File: config.mk
export PLATFORM = sky130hd
export DESIGN_NAME = muldiv_seq
export DESIGN_NICKNAME = d
export VERILOG_FILES = /design/src/rtl/muldiv_seq.sv
export SDC_FILE = /design/constraint.sdc
export NUM_CORES = 1
export LEC_CHECK = 0
export CORE_MARGIN = 2
export CORE_UTILIZATION = 64
export DETAILED_ROUTE_END_ITERATION = 16
export PLACE_DENSITY_LB_ADDON = 0.3
export SLEW_MARGIN = 20
export SYNTH_ARGS = -nofsm -noshare
export SYNTH_HDL_FRONTEND = slang
export SYNTH_SLANG_ARGS = --single-unit
File: constraint.sdc
create_clock -name clk -period 13.8 [get_ports clk]
set_clock_uncertainty 0.2 [all_clocks]
set_input_delay 2.76 -clock clk [delete_from_list [all_inputs] [get_ports clk]]
set_output_delay 2.76 -clock clk [all_outputs]
set_load 0.03 [all_outputs]
File: src/rtl/muldiv_seq.sv
// Iterative RV32M multiply/divide sequencer for the execute stage.
// Runs a 32-step shift-add / restoring shift-subtract loop on one shared 33-bit adder.
module muldiv_seq #(
  parameter int XLEN  = 32,
  parameter int TAG_W = 5
) (
  input  logic             clk,
  input  logic             rst_n,
  input  logic             flush_i,
  input  logic             req_valid_i,
  output logic             req_ready_o,
  input  logic [2:0]       req_op_i,
  input  logic [XLEN-1:0]  req_a_i,
  input  logic [XLEN-1:0]  req_b_i,
  input  logic [TAG_W-1:0] req_tag_i,
  output logic             resp_valid_o,
  input  logic             resp_ready_i,
  output logic [XLEN-1:0]  resp_data_o,
  output logic [TAG_W-1:0] resp_tag_o,
  output logic             busy_o
);

  localparam int AW = XLEN + 1;
  localparam int PW = 2 * XLEN;
  localparam int CW = $clog2(XLEN);

  localparam logic [2:0] OP_MUL    = 3'd0;
  localparam logic [2:0] OP_MULH   = 3'd1;
  localparam logic [2:0] OP_MULHSU = 3'd2;
  localparam logic [2:0] OP_MULHU  = 3'd3;
  localparam logic [2:0] OP_DIV    = 3'd4;
  localparam logic [2:0] OP_DIVU   = 3'd5;
  localparam logic [2:0] OP_REM    = 3'd6;
  localparam logic [2:0] OP_REMU   = 3'd7;

  typedef enum logic [2:0] {S_IDLE, S_PREP, S_CALC, S_FIX, S_DONE} state_t;

  typedef struct packed {
    logic [2:0]       op;
    logic [XLEN-1:0]  a;
    logic [XLEN-1:0]  b;
    logic [TAG_W-1:0] tag;
  } req_t;

  state_t           state, state_nxt;
  req_t             req_q;
  logic             sa_q, sb_q;
  logic [XLEN-1:0]  b_abs_q;
  logic [PW-1:0]    acc_q;
  logic [CW-1:0]    cnt_q;

  logic             accept;
  logic             is_div, signed_a, signed_b, a_neg, b_neg;
  logic [XLEN-1:0]  a_abs, b_abs;
  logic [AW-1:0]    add_x, add_y, add_s;
  logic             add_sub;
  logic [PW-1:0]    step_acc;
  logic [PW-1:0]    prod;
  logic [XLEN-1:0]  quo, rem, fix_data;
  logic             div0, ovf;

  assign accept       = req_valid_i & req_ready_o & ~flush_i;
  assign req_ready_o  = (state == S_IDLE);
  assign resp_valid_o = (state == S_DONE);
  assign busy_o       = (state != S_IDLE);

  // Operand sign handling; MUL low word is sign-independent so it skips this.
  assign is_div   = req_q.op[2];
  assign signed_a = (req_q.op == OP_MULH) | (req_q.op == OP_MULHSU) |
                    (req_q.op == OP_DIV)  | (req_q.op == OP_REM);
  assign signed_b = (req_q.op == OP_MULH) | (req_q.op == OP_DIV) | (req_q.op == OP_REM);
  assign a_neg    = signed_a & req_q.a[XLEN-1];
  assign b_neg    = signed_b & req_q.b[XLEN-1];
  assign a_abs    = a_neg ? (~req_q.a + XLEN'(1)) : req_q.a;
  assign b_abs    = b_neg ? (~req_q.b + XLEN'(1)) : req_q.b;

  // Shared 33-bit adder: x + y, or x + ~y + 1 for the divide trial subtract.
  always_comb begin
    add_sub = is_div;
    add_y   = {1'b0, b_abs_q};
    add_x   = is_div ? acc_q[PW-1:XLEN-1] : {1'b0, acc_q[PW-1:XLEN]};
    add_s   = add_x + (add_sub ? ~add_y : add_y) + AW'(add_sub);
  end

  // One loop iteration. Divide remainder stays below the divisor, so bit 32
  // of the 33-bit difference is a clean borrow flag.
  always_comb begin
    step_acc = acc_q;
    if (is_div) begin
      if (!add_s[XLEN]) step_acc = {add_s[XLEN-1:0], acc_q[XLEN-2:0], 1'b1};
      else              step_acc = {acc_q[PW-2:0], 1'b0};
    end else begin
      if (acc_q[0]) step_acc = {add_s, acc_q[XLEN-1:1]};
      else          step_acc = {1'b0, acc_q[PW-1:1]};
    end
  end

  // Sign correction and architectural special cases.
  always_comb begin
    prod = (sa_q ^ sb_q) ? (~acc_q + PW'(1)) : acc_q;
    quo  = (sa_q ^ sb_q) ? (~acc_q[XLEN-1:0] + XLEN'(1)) : acc_q[XLEN-1:0];
    rem  = sa_q ? (~acc_q[PW-1:XLEN] + XLEN'(1)) : acc_q[PW-1:XLEN];
    div0 = (req_q.b == '0);
    ovf  = ((req_q.op == OP_DIV) | (req_q.op == OP_REM)) &
           (req_q.a == {1'b1, {(XLEN-1){1'b0}}}) & (req_q.b == '1);
    case (req_q.op)
      OP_MUL:                       fix_data = prod[XLEN-1:0];
      OP_MULH, OP_MULHSU, OP_MULHU: fix_data = prod[PW-1:XLEN];
      OP_DIV, OP_DIVU:              fix_data = quo;
      default:                      fix_data = rem;
    endcase
    if (is_div && div0) begin
      fix_data = ((req_q.op == OP_DIV) | (req_q.op == OP_DIVU)) ? '1 : req_q.a;
    end else if (ovf) begin
      fix_data = (req_q.op == OP_DIV) ? req_q.a : '0;
    end
  end

  always_comb begin
    state_nxt = state;
    case (state)
      S_IDLE: if (accept) state_nxt = S_PREP;
      S_PREP: state_nxt = S_CALC;
      S_CALC: if (cnt_q == CW'(XLEN-1)) state_nxt = S_FIX;
      S_FIX:  state_nxt = S_DONE;
      S_DONE: if (resp_ready_i) state_nxt = S_IDLE;
      default: state_nxt = S_IDLE;
    endcase
    if (flush_i) state_nxt = S_IDLE;
  end

  always_ff @(posedge clk or negedge rst_n) begin
    if (!rst_n) state <= S_IDLE;
    else        state <= state_nxt;
  end

  always_ff @(posedge clk or negedge rst_n) begin
    if (!rst_n) begin
      req_q       <= '0;
      sa_q        <= 1'b0;
      sb_q        <= 1'b0;
      b_abs_q     <= '0;
      acc_q       <= '0;
      cnt_q       <= '0;
      resp_data_o <= '0;
      resp_tag_o  <= '0;
    end else begin
      case (state)
        S_IDLE: begin
          if (accept) req_q <= '{op: req_op_i, a: req_a_i, b: req_b_i, tag: req_tag_i};
        end
        S_PREP: begin
          sa_q    <= a_neg;
          sb_q    <= b_neg;
          b_abs_q <= b_abs;
          acc_q   <= {{XLEN{1'b0}}, a_abs};
          cnt_q   <= '0;
        end
        S_CALC: begin
          acc_q <= step_acc;
          cnt_q <= cnt_q + CW'(1);
        end
        S_FIX: begin
          resp_data_o <= fix_data;
          resp_tag_o  <= req_q.tag;
        end
        default: ;
      endcase
    end
  end

endmodule
==> results_dict.tcl <==
set metrics [dict create \
    outcome "finished clean" \
    path_class "register to register" \
    p_per_area_nw_per_um2 257 \
    place_ws_ps 8040 \
    synth_seq_area_share_pct 33.1 \
    drcViolationCount 0 \
    clock-sinks 215 \
    ios 117 \
    dp_cells 2227 \
    overflow 0 \
    synthesis.nets 2031 \
    drive_gt1_share_pct 9.59 \
    hpwl_um 36000 \
    antenna_found_initial 0 \
    cts_tree "built" \
    ys_types 81 \
    worstMarginPinSlew_ps 1060 \
    synth-edff-count 0 \
    endpoint_kind "register" \
    die_area_um2 26700 \
    setup_violations 0 \
    areaGrowthSynthToFinish_pct 12.3 \
    maxSlewHeadroom_pct 28.9 \
    worstHoldPathType "register to register" \
    fin_tns_setup_ps 0 \
    gr-usage-all-layers_pct 37.4 \
    rsz0062_at_grt "false" \
    netlist_instances 1915 \
    power.leakage_nw 7.59 \
    root_buffer "clkbuf_16" \
    fin_cells 2269 \
    syn_area_um2 16300 \
    placementRows 58 \
    cts_resized 0 \
    fmax_mhz 171 \
    initial_core_util_pct 64.9 \
    synth_warnings 0 \
    syn-mean-instance-area_um2 8.49 \
    grt_start_max_net_pins 111 \
    port_buffers 116 \
    ys.flop_type "dfrtp_1" \
    routedWlPerCell_um 22.2 \
    hold_buffers 0 \
    postCtsSetupBuffers 0 \
    fin_ws_ps 7940 \
    num_antenna_cells 0 \
    slew_violations 0 \
    place_congestion 0.976 \
    dr.pass1.iters 7 \
    clkLatencyLatePin_ps 550 \
    drt_iter0_markers 1875 \
    r2r_slack_ps 7940 \
    worstPathArrival_ps 6080 \
    grt_pass1_wl_um 78400 \
    htree_levels 1 \
    min_period_ps 5860 \
    synth-seq-cells 215 \
    hold_viol 0 \
    antenna_left 0 \
    vias 15200 \
    die_x_um 163 \
    worstPathRequired_ps 14030 \
    cap_violations 0 \
    ir_worst_vdd_mv 0.184 \
    async_reset_ff_share_pct 100 \
    numCtsBuffers 24 \
    via_per_inst 6.71 \
    cp-start-kind "register" \
    grt_pass1_vias 14300 \
    path_clk_slew_ps 60 \
    fp.coreArea_um2 25000 \
    cp_max_fo 49 \
    chipHeight_um 163 \
    fin_crit_sh_pct 42.4 \
    wirelength_um 50300 \
    cts_buffer_depth 3 \
    fin_nets 2039 \
]
per-stage QoR:
stage | cell area [µm²] | hold slack (ps) | util [%] | total power (W)
finish | 18200 | 278 | 72.9 | 0.00469
global route | 18200 | 280 | 72.9 | 0.00496
CTS | 18200 | 276 | 72.8 | 0.00459
detailed placement | 17400 | 266 | 69.4 | 0.00387
global placement | 17400 | 242 | 69.4 | 0.00381
floorplan | 16300 | 233 | - | 0.00309
layer usage:
metal,up-vias,track usage [%],part of all wire (%)
met4,0,12.5,3.4
met3,132,12.8,12
met5,-,0,0
met2,827,53.3,42
met1,7326,53.1,42
li1,6939,-,-
logic make-up (layout without fill, tap and decap cells):
| group | count (synthesis) | after routing | synth area share, % |
|---|---|---|---|
| and+or+nand+nor | 574 | 574 | 16.7 |
| AOI/OAI and AO/OA | 534 | 534 | 20.5 |
| DFF | 215 | 215 | 33.1 |
| xor gates and xnor gates | 199 | 199 | 10.7 |
| buffers and inverters | 181 | 205 | 4.48 |
| muxes | 173 | 173 | 11.4 |
| adders and majority gates | 39 | 39 | 3.05 |
cell type report:
class | count | area, µm²
Inverter | 28 | 105
Fill cell | 1864 | 6790
Clock buffer | 32 | 671
Tap cell | 330 | 413
Clock inverter | 10 | 185
Multi-Input combinational cell | 1519 | 10200
Sequential cell | 215 | 5380
Timing Repair Buffer | 135 | 1310
Yosys cell counts, types with 4 or more instances:
cell | number | area share, %
o31ai_1 | 20 | 0.92
a222oi_1 | 5 | 0.31
nor2b_1 | 10 | 0.38
nand3b_1 | 6 | 0.28
inv_1 | 27 | 0.62
nor2_1 | 128 | 3.0
mux2_2 | 102 | 7.1
a31oi_1 | 17 | 0.65
a22o_1 | 5 | 0.27
o22ai_1 | 18 | 0.69
o211ai_1 | 38 | 1.8
or3_1 | 25 | 0.96
ha_1 | 38 | 2.9
o21a_1 | 4 | 0.18
o21ai_0 | 181 | 5.6
a41oi_1 | 4 | 0.22
buf_1 | 15 | 0.35
a21oi_1 | 123 | 3.8
and3_1 | 5 | 0.19
or4_1 | 11 | 0.51
o221ai_1 | 29 | 1.6
mux2i_1 | 71 | 4.4
o21bai_1 | 8 | 0.37
nand3_1 | 24 | 0.74
nand4b_1 | 4 | 0.22
a21o_1 | 14 | 0.65
a211oi_1 | 15 | 0.69
xnor2_1 | 89 | 4.8
nand2b_1 | 15 | 0.58
nor4_1 | 16 | 0.62
xor2_1 | 110 | 5.9
nor3_1 | 38 | 1.2
nand4_1 | 20 | 0.77
o41ai_1 | 12 | 0.65
nand2_1 | 238 | 5.5
and2_1 | 8 | 0.31
dfrtp_1 | 215 | 33
a221oi_1 | 9 | 0.48
buf_2 | 9 | 0.28
clkbuf_1 | 124 | 2.9
buf_6 | 5 | 0.35
worst paths after layout:
path	endpoint	start	depth (start not counted)
max reg2reg	acc_q[62]	add_sub	12
max in group asynchronous	add_sub	rst_n	2
max	acc_q[62]	add_sub	12
min in group asynchronous	acc_q[40]	rst_n	1
min	resp_data_o[3]	resp_data_o[3]	2
min reg2reg	resp_data_o[3]	resp_data_o[3]	2
power by group:
part	switching [W]	internal [W]	total, W
registers	0.000405	0.000847	0.00125
clock network	0.000277	0.000418	0.000696
logic	0.00164	0.00110	0.00274
flip-flops by register name (all words and copies together), names as in the netlist:
register and count:
state 3, acc_q 64, cnt_q 5, req_q 71, b_abs_q 32, resp_data_o 32
sa_q 1, sb_q 1, add_sub 1, resp_tag_o 5
cell usage in the layout, fill, tap and decap left out, types with 16 or more instances in the layout:
cell and instances:
nand3_1 24, mux2i_1 71, a31oi_1 17, nor2_1 126, ha_1 38, nor3_1 38
nand4_1 20, o22ai_1 18, inv_1 27, a21oi_1 123, xnor2_1 88, or3_1 25
o31ai_1 20, xor2_1 109, dfrtp_1 214, nand2_1 237, mux2_2 102, clkbuf_16 24
o211ai_1 38, buf_4 19, o221ai_1 29, nor4_1 16, clkdlybuf4s50_1 115, o21ai_0 181
worst max-delay path, cell delays in order (launching register included):
cell	delay (ps)
dfrtp_4	790
buf_4	590
mux2_2	400
ha_1	360
a2111oi_0	470
o31ai_1	250
a211oi_2	440
a21oi_1	240
or4_1	570
nand2_2	720
mux2_2	410
o21ai_0	130
o21ai_0	100
Note: power is estimated with default switching activity, not from simulation.
